==> src/rtl/axis_pkt_limiter.sv <==
// AXI-Stream max-length limiter: truncates oversize packets, 2-entry skid output, stats counters.
// Define AXIS_PKT_LIMITER_BYTE_CNT_EN to add the byte_cnt output.
module axis_pkt_limiter #(
   parameter int unsigned DATA_WIDTH = 512,
   parameter int unsigned KEEP_WIDTH = (DATA_WIDTH + 7) / 8,
   parameter int unsigned MAX_BEATS  = 24,
   parameter int unsigned CNT_WIDTH  = 32
) (
   input  logic                  s_axis_aclk,
   input  logic                  s_axis_aresetn,
   input  logic                  s_axis_tvalid,
   output logic                  s_axis_tready,
   input  logic [DATA_WIDTH-1:0] s_axis_tdata,
   input  logic [KEEP_WIDTH-1:0] s_axis_tkeep,
   input  logic                  s_axis_tlast,
   output logic                  m_axis_tvalid,
   input  logic                  m_axis_tready,
   output logic [DATA_WIDTH-1:0] m_axis_tdata,
   output logic [KEEP_WIDTH-1:0] m_axis_tkeep,
   output logic                  m_axis_tlast,
   input  logic                  clr_stats,
   output logic [CNT_WIDTH-1:0]  pkt_cnt,
   output logic [CNT_WIDTH-1:0]  trunc_cnt,
   output logic                  busy
`ifdef AXIS_PKT_LIMITER_BYTE_CNT_EN
   ,
   output logic [CNT_WIDTH-1:0]  byte_cnt
`endif
);

   typedef enum logic [1:0] {IDLE = 2'd0, PASS = 2'd1, DROP = 2'd2} state_t;

   localparam logic [15:0] MAX_N = 16'(MAX_BEATS);

   state_t r_state, w_state_nxt;
   logic [15:0] r_n, w_n_nxt, w_idx;
   logic w_accept, w_fwd, w_fwd_last, w_trunc;

   logic                  r_s_ready;
   logic                  r_out_valid, r_out_last;
   logic [DATA_WIDTH-1:0] r_out_data;
   logic [KEEP_WIDTH-1:0] r_out_keep;
   logic                  r_skid_valid, r_skid_last;
   logic [DATA_WIDTH-1:0] r_skid_data;
   logic [KEEP_WIDTH-1:0] r_skid_keep;
   logic                  w_out_free, w_skid_valid_nxt;

   logic [CNT_WIDTH-1:0] r_pkt_cnt, r_trunc_cnt;

   assign w_accept = s_axis_tvalid && r_s_ready;
   assign w_idx    = r_n + 16'd1;

   always_ff @(posedge s_axis_aclk or negedge s_axis_aresetn) begin
      if (!s_axis_aresetn) begin
         r_state <= IDLE;
         r_n     <= '0;
      end else begin
         r_state <= w_state_nxt;
         r_n     <= w_n_nxt;
      end
   end

   // w_idx is the 1-based position of the beat being accepted now.
   always_comb begin
      w_state_nxt = r_state;
      w_n_nxt     = r_n;
      w_fwd       = 1'b0;
      w_fwd_last  = 1'b0;
      w_trunc     = 1'b0;
      if (w_accept) begin
         unique case (r_state)
            IDLE, PASS: begin
               w_fwd = 1'b1;
               if (s_axis_tlast) begin
                  w_fwd_last  = 1'b1;
                  w_state_nxt = IDLE;
                  w_n_nxt     = '0;
               end else if (w_idx >= MAX_N) begin
                  w_fwd_last  = 1'b1;
                  w_trunc     = 1'b1;
                  w_state_nxt = DROP;
                  w_n_nxt     = '0;
               end else begin
                  w_state_nxt = PASS;
                  w_n_nxt     = w_idx;
               end
            end
            DROP: begin
               if (s_axis_tlast) w_state_nxt = IDLE;
            end
            default: w_state_nxt = IDLE;
         endcase
      end
   end

   assign w_out_free       = !r_out_valid || m_axis_tready;
   assign w_skid_valid_nxt = w_out_free ? (r_skid_valid && w_fwd) : (r_skid_valid || w_fwd);

   // Ready is registered from next-state values so it never depends on m_axis_tready.
   always_ff @(posedge s_axis_aclk or negedge s_axis_aresetn) begin
      if (!s_axis_aresetn) begin
         r_s_ready    <= 1'b0;
         r_out_valid  <= 1'b0;
         r_out_data   <= '0;
         r_out_keep   <= '0;
         r_out_last   <= 1'b0;
         r_skid_valid <= 1'b0;
         r_skid_data  <= '0;
         r_skid_keep  <= '0;
         r_skid_last  <= 1'b0;
      end else begin
         r_s_ready <= (w_state_nxt == DROP) || !w_skid_valid_nxt;
         if (w_out_free) begin
            if (r_skid_valid) begin
               r_out_valid  <= 1'b1;
               r_out_data   <= r_skid_data;
               r_out_keep   <= r_skid_keep;
               r_out_last   <= r_skid_last;
               r_skid_valid <= w_fwd;
               if (w_fwd) begin
                  r_skid_data <= s_axis_tdata;
                  r_skid_keep <= s_axis_tkeep;
                  r_skid_last <= w_fwd_last;
               end
            end else begin
               r_out_valid <= w_fwd;
               if (w_fwd) begin
                  r_out_data <= s_axis_tdata;
                  r_out_keep <= s_axis_tkeep;
                  r_out_last <= w_fwd_last;
               end
            end
         end else if (w_fwd) begin
            r_skid_valid <= 1'b1;
            r_skid_data  <= s_axis_tdata;
            r_skid_keep  <= s_axis_tkeep;
            r_skid_last  <= w_fwd_last;
         end
      end
   end

   // Clear has priority over a coincident increment.
   always_ff @(posedge s_axis_aclk or negedge s_axis_aresetn) begin
      if (!s_axis_aresetn) begin
         r_pkt_cnt   <= '0;
         r_trunc_cnt <= '0;
      end else if (clr_stats) begin
         r_pkt_cnt   <= '0;
         r_trunc_cnt <= '0;
      end else begin
         if (w_fwd_last && (r_pkt_cnt != '1)) r_pkt_cnt <= r_pkt_cnt + CNT_WIDTH'(1);
         if (w_trunc && (r_trunc_cnt != '1)) r_trunc_cnt <= r_trunc_cnt + CNT_WIDTH'(1);
      end
   end

`ifdef AXIS_PKT_LIMITER_BYTE_CNT_EN
   localparam int unsigned PC_W  = $clog2(KEEP_WIDTH + 1);
   localparam int unsigned SUM_W = ((CNT_WIDTH > PC_W) ? CNT_WIDTH : PC_W) + 1;

   logic [PC_W-1:0]      w_popcnt;
   logic [SUM_W-1:0]     w_byte_sum;
   logic [CNT_WIDTH-1:0] r_byte_cnt;

   always_comb begin
      w_popcnt = '0;
      for (int i = 0; i < KEEP_WIDTH; i++) w_popcnt = w_popcnt + PC_W'(s_axis_tkeep[i]);
   end

   assign w_byte_sum = SUM_W'(r_byte_cnt) + SUM_W'(w_popcnt);

   always_ff @(posedge s_axis_aclk or negedge s_axis_aresetn) begin
      if (!s_axis_aresetn) begin
         r_byte_cnt <= '0;
      end else if (clr_stats) begin
         r_byte_cnt <= '0;
      end else if (w_fwd) begin
         r_byte_cnt <= (|w_byte_sum[SUM_W-1:CNT_WIDTH]) ? '1 : w_byte_sum[CNT_WIDTH-1:0];
      end
   end

   assign byte_cnt = r_byte_cnt;
`endif

   assign s_axis_tready = r_s_ready;
   assign m_axis_tvalid = r_out_valid;
   assign m_axis_tdata  = r_out_data;
   assign m_axis_tkeep  = r_out_keep;
   assign m_axis_tlast  = r_out_last;
   assign pkt_cnt       = r_pkt_cnt;
   assign trunc_cnt     = r_trunc_cnt;
   assign busy          = (r_state != IDLE);

endmodule

==> config.mk <==
export PLATFORM = sky130hd
export DESIGN_NAME = axis_pkt_limiter
export DESIGN_NICKNAME = d
export VERILOG_FILES = /design/src/rtl/axis_pkt_limiter.sv
export SDC_FILE = /design/constraint.sdc
export NUM_CORES = 2
export LEC_CHECK = 0
export BUFFER_PORTS_ARGS = -buffer_cell sky130_fd_sc_hd__clkbuf_2
export CAP_MARGIN = 20
export CORE_AREA = 8 8 473 475
export DETAILED_ROUTE_END_ITERATION = 16
export DIE_AREA = 0 0 481 483
export SETUP_SLACK_MARGIN = 0.1
export SLEW_MARGIN = 25
export SYNTH_ARGS = -nofsm -noshare
export SYNTH_HDL_FRONTEND = slang
export SYNTH_SLANG_ARGS = --single-unit
==> constraint.sdc <==
create_clock -name s_axis_aclk -period 2.7 [get_ports s_axis_aclk]
set_input_delay 0.135 -clock s_axis_aclk [delete_from_list [all_inputs] [get_ports s_axis_aclk]]
set_output_delay 0.135 -clock s_axis_aclk [all_outputs]
set_load 0.005 [all_outputs]
==> impl_table.tex <==
\begin{tabular}{lr}
\hline
Metric & Value \\
\hline
\multicolumn{2}{l}{\textbf{Run status}} \\
Run status & finished, final reports clean \\
\multicolumn{2}{l}{\textbf{Logic synthesis}} \\
Post-synthesis compound-gate area fraction & 7.16\% \\
Multiplexer fraction of the synthesized cell area & 23.8\% \\
Share of synthesized flip-flops with an asynchronous set or reset & 100\% \\
Count of warnings emitted by yosys & 0 \\
Count of cell types in the netlist & 53 \\
Post-synthesis instance area & $\sim$52000 sq um \\
Top flip-flop cell by instance count after synthesis & dfrtp\_1 \\
Leading area contributor after synthesis & dfrtp\_1 \\
Gate count after technology mapping & 4239 \\
Post-synth EDFFs & 0 \\
Main area contributors after synthesis & dfrtp\_1, mux2\_2, mux2i\_1 \\
Post-synthesis sequential area ratio & 59.8\% \\
Nets in the synthesized netlist & 4824 \\
Simple-gate portion of the synthesized area & under 10\% \\
Main combinational cell family by area after synthesis & multiplexers \\
Xor and xnor area share after synthesis & less than 1\% \\
Post-Synth Adder-Cell Area & 0.0724\% \\
Mapped Avg Cell Area & 12.2 sq um \\
Flip-flop and latch count after synthesis & 1239 \\
Area share of the largest cell type after synthesis & 59.8\% \\
\multicolumn{2}{l}{\textbf{Min path}} \\
Tightest Hold Check Type & primary input to flip-flop \\
Number of cells on the worst hold path & 3 \\
\multicolumn{2}{l}{\textbf{Routing}} \\
Total wire length after detailed routing & 206000 microns \\
Routed Antenna Nets & 0 \\
Initial DRC Count & $\sim$2400 \\
Post-route DRC & 0 \\
Uppermost layer routed & met5 \\
Detailed-routing wirelength on met1 & around 87000 microns \\
Detailed-route vias per instance & between 4 and 5 \\
Routed length on met3 & 18600 microns \\
Average detailed-routed wire length per instance & 22.6 microns \\
Detail Route met2 WL & 92600 microns \\
Number of vias in the routed layout & 40900 \\
Router iterations before antenna repair & 5 \\
\multicolumn{2}{l}{\textbf{Pwr}} \\
Worst IR drop on VDD & 0.655 mV \\
Combinational share of power & 31.5\% \\
Total design power & 76.8 mW \\
Pint & $\sim$50 mW \\
Clock share of power & approximately a quarter \\
Part of the power in registers & 42.1\% \\
Leak Pwr & between 30 and 40 nW \\
Net Switching & around 26 mW \\
Switching power as a share of total power & between 30\% and 40\% \\
Total power per unit cell area & 1050 nW/um\^{}2 \\
\multicolumn{2}{l}{\textbf{CTS}} \\
Level count of the clock H-tree & 4 \\
CTS tree & built \\
Total clock buffers created by CTS & 144 \\
Largest buffer count on any clock path & 3 \\
Register clock-pin slew on the reported worst setup and hold paths & 0.07 ns \\
Latest clock arrival within the worst-skew pair & 0.78 ns \\
Clock sink total & 1239 \\
Root buffer selected by CTS & clkbuf\_16 \\
\multicolumn{2}{l}{\textbf{STA}} \\
Hold Vio Cnt, Final & 0 \\
Final number of max-transition violations & 0 \\
Relative max-transition margin & 31.9\% \\
Fraction of the cycle the final worst path needs & 95.0\% \\
Setup violations, final & 0 \\
Unrepaired setup endpoints after global routing & true \\
Final WS setup & 0.136 ns \\
Slew at the pin with the worst max-slew slack & 1.02 ns \\
Sum of negative setup slack & 0 ns \\
Maximum clock frequency & 390 MHz \\
Final clock skew & 0.0423 ns \\
Minimum clock period after layout & 2.56 ns \\
\multicolumn{2}{l}{\textbf{Placed design}} \\
Worst setup slack after placement & 0.0142 ns \\
Number of buffers inserted by port buffering & 1225 \\
Area after DPL & 61900 sq um \\
Gp weighted congestion & slightly below 0.9 \\
Placed wire-length estimate after detailed placement & 156000 microns \\
\multicolumn{2}{l}{\textbf{Worst setup path}} \\
Most common cell type on the critical path & buf\_6 \\
Top fanout value on the critical path & 14 \\
Category of the critical setup timing path & flip-flop to flip-flop \\
Cell-by-cell trace of the critical path & nand4\_1 -> buf\_4 -> o41ai\_4 -> o32ai\_4 -> a31oi\_4 -> nor3\_4 -> buf\_6 -> buf\_6 -> or4\_4 -> a21oi\_2 \\
Worst endpoint data arrival time & 3.26 ns \\
Required @ worst endpoint & 3.39 ns \\
Startpoint type of the worst setup path & flip-flop \\
Worst-path cell with the longest stage delay & or4\_4 \\
Worst path max stage delay & 0.51 ns \\
Length in cells of the worst reg-to-reg path & 10 \\
Capturing element type of the critical path & flip-flop \\
\multicolumn{2}{l}{\textbf{Final layout}} \\
Share of final-layout standard cells stronger than drive strength 1 & between 30\% and 40\% \\
Post-route cell area & 73200 sq um \\
Area growth, synth to finish & 41.2\% \\
Final-stage net count & 6645 \\
Final Core Density & 33.9\% \\
\multicolumn{2}{l}{\textbf{GRT}} \\
Global route overflow & 0 \\
Largest net degree at the start of global routing & 141 \\
Number of antenna violations at the first check in global routing & 128 \\
Vias in the first global route & 42200 \\
Total global routing track utilization & between 10\% and 20\% \\
Wire length of the first global-routing pass & 296000 microns \\
\multicolumn{2}{l}{\textbf{Floorplanning}} \\
Full die area & around 230000 sq um \\
Initial core utilization & a little under a quarter \\
X dimension of the die & 481 microns \\
Number of cell rows & between 150 and 200 \\
I/O Pins & 1226 \\
Floorplan Core Area & 216000 sq um \\
Die Span Y & 483 microns \\
\multicolumn{2}{l}{\textbf{Job}} \\
Maximum capacitance violations & 0 \\
\hline
\end{tabular}
[Yosys cell counts (6+ instances only)]
cell type  number
a21oi_1        58
and2_1         15
and3_1         12
buf_1           6
buf_2           9
clkbuf_1      267
dfrtp_1      1239
inv_1           6
mux2_2        581
mux2i_1       577
nand2_1       612
nand3_1        26
nand4_1        31
nor2_1         26
nor2b_1        10
nor3_1          8
nor4_1         11
o21ai_0       616
o21ai_1        11
o31ai_1        13
or3_1          44
or4_1          12
[metrics by stage]
step,instances,hold slack (ns)
2_1_floorplan,4239,-0.161
3_3_place_gp,8170,0.205
3_5_place_dp,8170,0.205
4_1_cts,9013,0.0217
5_1_grt,9057,0.0816
6_report,9100,0.145
[critical path, delay by kind of cell (launching register included)]
family | cells | cell delay, ns
flops | 1 | 0.40
compound gates | 4 | 0.92
simple gates | 3 | 0.72
buf+inv | 3 | 0.45
[cells in the final DEF (no fill, tap or decap), drive strengths merged, types with 2 or more instances in the layout]
cell type / netlist / final
clkbuf: 267 / 1446
dfrtp: 1239 / 1239
o21ai: 628 / 628
nand2: 614 / 614
mux2: 584 / 584
dlygate4sd3: 0 / 581
mux2i: 577 / 577
buf: 21 / 154
diode: 0 / 72
a21oi: 58 / 58
or3: 44 / 44
nand4: 31 / 31
nand3: 27 / 27
nor2: 26 / 26
clkinv: 0 / 21
and2: 15 / 15
o31ai: 13 / 13
and3: 12 / 12
bufinv: 0 / 12
or4: 12 / 12
nor4: 12 / 12
inv: 6 / 12
nor2b: 10 / 10
nor3: 10 / 10
nor3b: 3 / 3
and4: 3 / 3
clkinvlp: 0 / 3
ha: 3 / 3
a21boi: 2 / 2
a21o: 2 / 2
nand2b: 2 / 2
nand3b: 2 / 2
or2: 2 / 2
o41ai: 2 / 2
a221oi: 2 / 2
[power by group through the flow]
| stage | combinational, mW | sequential, mW | clock [mW] |
|---|---|---|---|
| floorplan | 12.2 | 31.4 | 0 |
| detailed placement | 23.8 | 32.5 | 0 |
| CTS | 24.7 | 32.3 | 20.9 |
| global route | 26.5 | 33.3 | 21.6 |
| finish | 24.2 | 32.4 | 20.3 |
| global placement | 23.3 | 32.0 | 0 |
[routing by layer]
layer  vias to the layer above  track usage, %
met5                         -               0
met4                        78            5.88
met3                       355            6.03
met2                      1469            26.8
met1                     20400            21.6
li1                      18600               -
[cells by family (layout without fill, tap and decap cells)]
group,Yosys count,count (layout)
AOI/OAI and AO/OA,715,715
xor gates and xnor gates,1,1
adders and majority gates,3,3
buffers and inverters,294,2229
DFF,1239,1239
muxes,1161,1161
other,0,72
and+or+nand+nor,826,826
[repair_timing]
item | 4_1_cts | 5_1_grt
hold buffers | 582 | 0
gates resized for setup | 8 | 29
cloned | 0 | 4
setup endpoints to repair | 23 | 55
hold endpoints to repair | 2321 | 0
buffers inserted | 1 | 11
pin swaps | 1 | 19
[flip-flops by register name (all words and copies together) (netlist names)]
register	flops
m_axis_tlast	1
r_state	2
pkt_cnt	32
r_skid_last	1
r_skid_data	512
trunc_cnt	32
r_skid_valid	1
m_axis_tvalid	1
r_skid_keep	64
m_axis_tdata	512
s_axis_tready	1
r_n	16
m_axis_tkeep	64
[final timing paths]
check                                  start           endpoint  slack (ns)
max in group asynchronous     s_axis_aresetn     r_skid_data[1]        1.07
min reg2reg                m_axis_tdata[493]  m_axis_tdata[493]        0.47
min in group asynchronous     s_axis_aresetn   r_skid_data[362]        0.61
max                                   r_n[8]         pkt_cnt[7]        0.14
max reg2reg                           r_n[8]         pkt_cnt[7]        0.14
min                        s_axis_tdata[373]   r_skid_data[373]        0.14
[layout make-up]
| class | instances | area, sq um |
|---|---|---|
| Clock buffer | 218 | 4250 |
| Clock inverter | 42 | 649 |
| Sequential cell | 1239 | 31000 |
| Antenna cell | 72 | 180 |
| Multi-Input combinational cell | 2706 | 19900 |
| Tap cell | 2854 | 3570 |
| Inverter | 6 | 22.5 |
| Fill cell | 21500 | 143000 |
| Timing Repair Buffer | 1963 | 13600 |
Power figures use the tool's default switching activity.
